[src/rtl/sar_ge_search_pkg.sv]
// Shared types and constants for the successive-approximation
// greater-or-equal search initiator.
package sar_ge_search_pkg;

   typedef enum logic [1:0] {
      IDLE,
      WAIT,
      DONE
   } state_t;

   localparam int DEF_WIDTH       = 8;
   localparam int DEF_CMP_LATENCY = 0;

   // Minimum of one bit so zero-latency counters stay legal.
   function automatic int clog2(input int n);
      int r;
      r = 0;
      while ((1 << r) < n) r++;
      return (r == 0) ? 1 : r;
   endfunction

endpackage

[src/rtl/sar_ge_search_if.sv]
// Control and comparator bundle between the search initiator
// and its surroundings.
interface sar_ge_search_if #(
   parameter int WIDTH = 8
);

   logic             start;
   logic             abort;
   logic             cmp_ge;
   logic [WIDTH-1:0] probe;
   logic             busy;
   logic             done;
   logic [WIDTH-1:0] result;

   modport master (
      input  start,
      input  abort,
      input  cmp_ge,
      output probe,
      output busy,
      output done,
      output result
   );

   modport slave (
      output start,
      output abort,
      output cmp_ge,
      input  probe,
      input  busy,
      input  done,
      input  result
   );

endinterface

[src/rtl/sar_ge_search.sv]
// Finds an unknown value A behind an external A >= B comparator
// by testing one probe bit per comparator round, MSB first.
module sar_ge_search
   import sar_ge_search_pkg::*;
#(
   parameter int WIDTH       = DEF_WIDTH,
   parameter int CMP_LATENCY = DEF_CMP_LATENCY
) (
   input  logic                  clk,
   input  logic                  rst_n,
   sar_ge_search_if.master       bus
);

   localparam int BW = clog2(WIDTH);
   localparam int CW = clog2(CMP_LATENCY + 1);

   localparam logic [WIDTH-1:0] MSB  = {1'b1, {(WIDTH-1){1'b0}}};
   localparam logic [BW-1:0]    TOP  = BW'(WIDTH - 1);
   localparam logic [CW-1:0]    LOAD = CW'(CMP_LATENCY);

   state_t           state;
   state_t           state_n;
   logic [WIDTH-1:0] probe;
   logic [WIDTH-1:0] probe_n;
   logic [WIDTH-1:0] result;
   logic [WIDTH-1:0] result_n;
   logic [BW-1:0]    bit_idx;
   logic [BW-1:0]    bit_n;
   logic [CW-1:0]    wait_cnt;
   logic [CW-1:0]    cnt_n;

   always_ff @(posedge clk) begin
      if (!rst_n) begin
         state    <= IDLE;
         probe    <= '0;
         result   <= '0;
         bit_idx  <= '0;
         wait_cnt <= '0;
      end else begin
         state    <= state_n;
         probe    <= probe_n;
         result   <= result_n;
         bit_idx  <= bit_n;
         wait_cnt <= cnt_n;
      end
   end

   always_comb begin
      state_n  = state;
      probe_n  = probe;
      result_n = result;
      bit_n    = bit_idx;
      cnt_n    = wait_cnt;
      unique case (state)
         IDLE: begin
            if (bus.start && !bus.abort) begin
               probe_n = MSB;
               bit_n   = TOP;
               cnt_n   = LOAD;
               state_n = WAIT;
            end
         end
         WAIT: begin
            if (bus.abort) begin
               probe_n = '0;
               state_n = IDLE;
            end else if (wait_cnt != '0) begin
               cnt_n = wait_cnt - 1'b1;
            end else begin
               // Trial bit is already set, so keep-or-clear is a copy.
               probe_n[bit_idx] = bus.cmp_ge;
               if (bit_idx == '0) begin
                  result_n = probe_n;
                  state_n  = DONE;
               end else begin
                  bit_n                   = bit_idx - 1'b1;
                  probe_n[bit_idx - 1'b1] = 1'b1;
                  cnt_n                   = LOAD;
               end
            end
         end
         DONE: begin
            state_n = IDLE;
         end
         default: begin
            state_n = IDLE;
         end
      endcase
   end

   assign bus.probe  = probe;
   assign bus.result = result;
   assign bus.busy   = (state == WAIT);
   assign bus.done   = (state == DONE);

endmodule

[src/flat_wrapper.sv]
// flat-port wrapper written by rule: the top's interface ports become plain ports
module sar_ge_search_flat import sar_ge_search_pkg::*;
#(
   parameter int WIDTH       = DEF_WIDTH,
   parameter int CMP_LATENCY = DEF_CMP_LATENCY
)
  (clk, rst_n, bus_start, bus_abort, bus_cmp_ge, bus_probe, bus_busy, bus_done, bus_result);
  sar_ge_search_if #(.WIDTH(WIDTH)) bus_i ();
  input  logic clk;
  input  logic rst_n;
  input wire logic [$bits(bus_i.start)-1:0] bus_start;
  input wire logic [$bits(bus_i.abort)-1:0] bus_abort;
  input wire logic [$bits(bus_i.cmp_ge)-1:0] bus_cmp_ge;
  output wire logic [$bits(bus_i.probe)-1:0] bus_probe;
  output wire logic [$bits(bus_i.busy)-1:0] bus_busy;
  output wire logic [$bits(bus_i.done)-1:0] bus_done;
  output wire logic [$bits(bus_i.result)-1:0] bus_result;
  assign bus_i.start = bus_start;
  assign bus_i.abort = bus_abort;
  assign bus_i.cmp_ge = bus_cmp_ge;
  assign bus_probe = bus_i.probe;
  assign bus_busy = bus_i.busy;
  assign bus_done = bus_i.done;
  assign bus_result = bus_i.result;
  sar_ge_search #(.WIDTH(WIDTH), .CMP_LATENCY(CMP_LATENCY)) u_core (.clk(clk), .rst_n(rst_n), .bus(bus_i));
endmodule
[config.mk]
export PLATFORM = sky130hd
export DESIGN_NAME = sar_ge_search_flat
export DESIGN_NICKNAME = d
export VERILOG_FILES = /design/src/rtl/sar_ge_search_pkg.sv /design/src/rtl/sar_ge_search_if.sv /design/src/rtl/sar_ge_search.sv /design/src/flat_wrapper.sv
export SDC_FILE = /design/constraint.sdc
export NUM_CORES = 1
export LEC_CHECK = 0
export BUFFER_PORTS_ARGS = -buffer_cell sky130_fd_sc_hd__buf_2
export CAP_MARGIN = 25
export CORE_MARGIN = 5
export CORE_UTILIZATION = 42
export CTS_BUF_LIST = sky130_fd_sc_hd__clkbuf_2 sky130_fd_sc_hd__clkbuf_4 sky130_fd_sc_hd__clkbuf_8
export CTS_CLUSTER_SIZE = 24
export DETAILED_ROUTE_END_ITERATION = 8
export GPL_TIMING_DRIVEN = 0
export PLACE_DENSITY = 0.7
export SLEW_MARGIN = 10
export SYNTH_ARGS = -nofsm -noshare
export SYNTH_HDL_FRONTEND = slang
export SYNTH_SLANG_ARGS = --single-unit
[constraint.sdc]
create_clock -name clk -period 1.9 [get_ports clk]
set_clock_uncertainty 0.1 [all_clocks]
set_input_delay 0.475 -clock clk [delete_from_list [all_inputs] [get_ports clk]]
set_output_delay 0.475 -clock clk [all_outputs]
set_load 0.02 [all_outputs]
* Word level (Yosys, flattened, before mapping)
Cells that the tools add are included.
Storage, ports and cells: register bits 22, bits in latches 0, RAM bits 0, memory bits (read-only) 0, bits of input ports 5, output and inout bits 18, logic and storage cells 58, memories 0
Operators by class: add/sub/neg operators 2, multipliers 0, divide/modulo/power cells 0, order comparisons 4, equality and inequality tests 8, shift operators 0, multiplexer cells 24, bitwise gates (word level) 3, reductions and logical operators 12
Operator list (count):
- 8-bit two-way mux | 4
- 8-bit case mux with 2 select lines | 1
- 3-bit two-way mux | 4
- 3-bit AND reduction | 3
- 8-bit bitwise mux | 1
- 3-bit by 4-bit < comparator with 1-bit output, second input constant | 2
- 2-bit two-way mux | 4
- 8-bit OR | 1
- 1-bit demux with 3-bit select | 2
- 3-bit by 1-bit greater-or-equal comparator with 1-bit output, second input constant | 2
- 2-bit != test, second input constant | 3
- 3-bit case mux with 2 select lines | 1
- 1-bit two-way mux | 5
- 5-bit AND reduction | 1
- 2-bit case mux with 2 select lines | 1
- 4-bit AND reduction | 1
- 1-bit logical AND | 3
- 3-bit zero test | 1
- 3-bit by 2-bit != test with 1-bit output, second input constant | 1
- 3-bit != test, second input constant | 1
- 3-bit by 1-bit subtractor with 3-bit output, second input constant | 1
- 2-bit by 1-bit == test with 1-bit output, second input constant | 1
- 2-bit == test, second input constant | 1
- 2-bit zero test | 1
- 6 further kinds | 7

* Logic depth before layout (Yosys ltp)
word-level depth 10, mapped depth 9, depth with buffers taken out 6

* Worst setup path after synthesis
Ideal clock, no wire load.
path kind reg2reg, from register u_core.bit_idx[0], to register u_core.bit_idx[2], setup time 0.091 ns, arrival 1.740 ns, data required time 1.709 ns, path slack -0.031 ns, cell stages (with the launch flop) 8, path buffers 1, period minus slack after synthesis 1.931 ns, cells stage by stage dfxtp_1 -> buf_2 -> inv_1 -> ha_1 -> nor2b_1 -> a2111oi_4 -> a21oi_1 -> a311oi_1
On the way: cells in the longest elaborated chain, start to end 5, elaborated cells on any way between the ends 8, classes of those cells add/sub (1); eq/ne (1); mux (4); reduce/logical (2)
RTL lines:
- from (decl) | RTL line sar_ge_search.sv:27 | logic [BW-1:0] bit_idx;
- from (signal assigned) | RTL line sar_ge_search.sv:43 | bit_idx <= bit_n;
- 3-bit by 1-bit subtractor with 3-bit output | RTL line sar_ge_search.sv:76 | bit_n = bit_idx - 1'b1;
- 3-bit two-way mux | RTL line sar_ge_search.sv:72 | if (bit_idx == '0) begin
- 3-bit two-way mux | RTL line sar_ge_search.sv:67 | end else if (wait_cnt != '0) begin
- 3-bit two-way mux | RTL line sar_ge_search.sv:64 | if (bus.abort) begin
- 3-bit case mux with 2 select lines | RTL line sar_ge_search.sv:54 | unique case (state)
Parallel ways exist; a longest one is shown, timed or not. The select of a mux whose other input is x is not followed. A chain may end at the register's enable or synchronous reset.

* Worst setup path in the final report
from register u_core.bit_idx[1], to register u_core.bit_idx[2]
Same word-level chain as after synthesis.

==> key figures <==
Status
  • Status: finished, final reports clean

Layout
  • Most frequent cells in the layout: buf_2, dfxtp_1, nor2_1, buf_4, mux2i_1
  • Most common cell after layout, fill and taps aside: buf_2
  • Fraction of layout cells with a size suffix above 1: 0.351
  • Fillers: around 220
  • Ant. Diodes: 0
  • Post-layout net count: 162
  • Area of the multi-input gates: 638 um2
  • Storage cell area: around 420 um2
  • Fin cells: 184
  • Layout area overhead: 27.3%

Logic synthesis
  • Area fraction in compound gates after synthesis: 0.233
  • Post-Syn Instances: 118
  • Synth top area share: 0.379
  • Syn. warnings: 0
  • Synthesis-stage register bit count: 21
  • Async SR Flop Fraction: 0
  • Syn avg cell area: 9.41 um2
  • Register area share after synthesis: 0.379
  • Post-synth EDFFs: 0
  • Leading area contributor after synthesis: dfxtp_1
  • Adder-cell share of the synthesized area: 0.0225
  • Synth area leaders: dfxtp_1, mux2i_1, a22o_1
  • Post-Synth XOR/XNOR Area: 0.00789
  • Top_reg_cell synth: dfxtp_1
  • Mux contribution to synthesized area: 0.0812
  • Main combinational cell family by area after synthesis: compound AO/OA/AOI/OAI gates
  • Simple-gate portion of the synthesized area: 0.205
  • Syn Nets: 125
  • Post-synthesis cell area: 1110 um2
  • Unique cell type count in the Yosys netlist: 35

STA
  • Final period util: 0.987
  • Slew margin rel.: 0.661
  • Fin. max-slew vios: 0
  • WHS: about 0.35 ns
  • Tmin final: approximately 1.9 ns
  • Worst-Margin Slew: 0.508 ns
  • Final hold viol count: 0
  • FMAX: 533 MHz
  • Worst setup margin: 0.0246 ns
  • Count of final setup violators: 0

Clocking
  • CTS Buf Count: 3
  • Max Root-Sink Buffers: 2
  • Insertion delay to the later sink of the worst-skew pair: 0.30 ns
  • Clock Sink Count: 21
  • CTS root buffer: clkbuf_4
  • Clock transition at the registers of the reported paths: around 0.13 ns
  • CTS tree: done
  • Clock H-tree levels: 1

Global routing
  • Total global routing track utilization: 0.148
  • Vias in the first global route: 881
  • GR Overflow Total: 0
  • Initial antenna violation count: 0
  • Global-route wire length before repair: 4.11 mm
  • Largest net degree at the start of global routing: 13

Hold path
  • Type of the worst min-delay path: input port to register

Die
  • DIE HEIGHT: approximately 61 um
  • Initial Utilization: 0.444
  • Core area: roughly 2500 um2
  • Die W: 61.4 um
  • # rows: 18
  • I/O Pins: 23
  • Die area: about 3800 um2

Critical path
  • WP data required: 2.02 ns
  • Crit path DAT: 2.00 ns
  • CP Max Fanout: 7
  • Startpoint Class: register
  • Element type at the critical path end: register
  • Critical path type: register to register

Place
  • # port buffers: 21
  • Placed Instances: approximately 170
  • RD Place Congestion: 0.874
  • DP Worst Slack: -0.231 ns
  • HPWL after DPL: 1.79 mm

Run
  • Total of max-cap violations: 0

Drt
  • Drt initial violations: 43
  • Final wirelength: 2.74 mm
  • Post-DR wirelength/cell: around 15 um
  • Via count: 1002
  • Residual DRC: 0
  • Remaining antenna violation count: 0
  • Drt pass-1 iters: 4
  • Vias/cell: 5.45

Power
  • Cell leakage power: ~0.63 nW
  • PD cells: 670 nW/um2
  • Worst VDD drop: 430 uV
-- per-stage QoR --
stage / setup TNS (ns) / power (mW) / util / instance area (um2)
2_1_floorplan: 0 / 0.623 / - / 1110
3_3_place_gp: -0.556 / 0.668 / 0.503 / 1260
3_5_place_dp: -0.889 / 0.670 / 0.503 / 1260
4_1_cts: 0 / 0.906 / 0.529 / 1320
5_1_grt: -0.0310 / 0.989 / 0.565 / 1410
6_report: 0 / 0.946 / 0.565 / 1410
-- per-layer routing --
metal,global-route usage,routed length (um),vias to the layer above
met5,0,0,-
met4,0.0697,35,0
met3,0.0273,146,4
met2,0.234,1290,30
met1,0.195,1270,473
li1,-,-,495
-- power breakdown --
group,total (mW),switching (mW),internal [mW],leakage (nW)
combinational,0.254,0.136,0.119,0.436
clock,0.221,0.143,0.0784,0.0177
sequential,0.471,0.0144,0.457,0.171
total,0.946,0.293,0.654,0.625
-- state kept, by name (all words and copies together) (netlist names) --
signal	count
u_core.bus.probe	8
u_core.bus.result	8
u_core.bit_idx	3
u_core.state	2
-- logic make-up (layout without fill, tap and decap cells) --
| family | count (synthesis) | after routing |
|---|---|---|
| adders and majority gates | 2 | 2 |
| buffers and inverters | 14 | 50 |
| and+or+nand+nor | 40 | 40 |
| DFF | 21 | 21 |
| muxes | 9 | 9 |
| AOI/OAI and AO/OA | 31 | 31 |
| xor gates and xnor gates | 1 | 1 |
-- what timing repair did --
item / CTS / global route
gates resized for setup: 6 / 9
hold buffers: 0 / 0
pin swaps: 3 / 3
setup buffers: 3 / 9
setup endpoints to repair: 18 / 16
-- critical path: stages, from the launching register on --
cell	delay [ns]
dfxtp_2	0.34
buf_6	0.12
inv_2	0.05
ha_4	0.17
nor2b_4	0.14
a2111oi_4	0.39
buf_4	0.19
a21oi_1	0.06
a311oi_1	0.24
-- synthesized netlist by cell type, types with 3 or more instances --
library cell,n
inv_1,4
nor2_1,12
a22o_1,6
a21oi_1,3
o21ai_0,5
clkbuf_1,6
nand2_1,4
and2_1,4
nand3b_1,3
mux2i_1,9
dfxtp_1,21
nor3b_1,3
nor2b_1,3
a211oi_1,6
-- path summary, 6_finish.rpt --
kind | end | slack (ns) | depth (start not counted) | from
worst max-delay path | u_core.bit_idx[2] | 0.02 | 8 | u_core.bit_idx[1]
worst min register to register | u_core.bus.result[3] | 0.40 | 2 | u_core.bus.result[3]
worst max register to register | u_core.bit_idx[2] | 0.02 | 8 | u_core.bit_idx[1]
worst min-delay path | u_core.bit_idx[0] | 0.35 | 2 | rst_n
-- final cells by class --
type                    count  share of cell area
repair buffers             33               0.138
well taps                  30              0.0266
plain buffers               9              0.0523
clock buffers               3              0.0159
flip-flops and latches     21               0.299
clock inverters             1             0.00354
multi-input cells          83               0.452
inverters                   4              0.0124
Note: power is estimated with default switching activity, not from simulation.
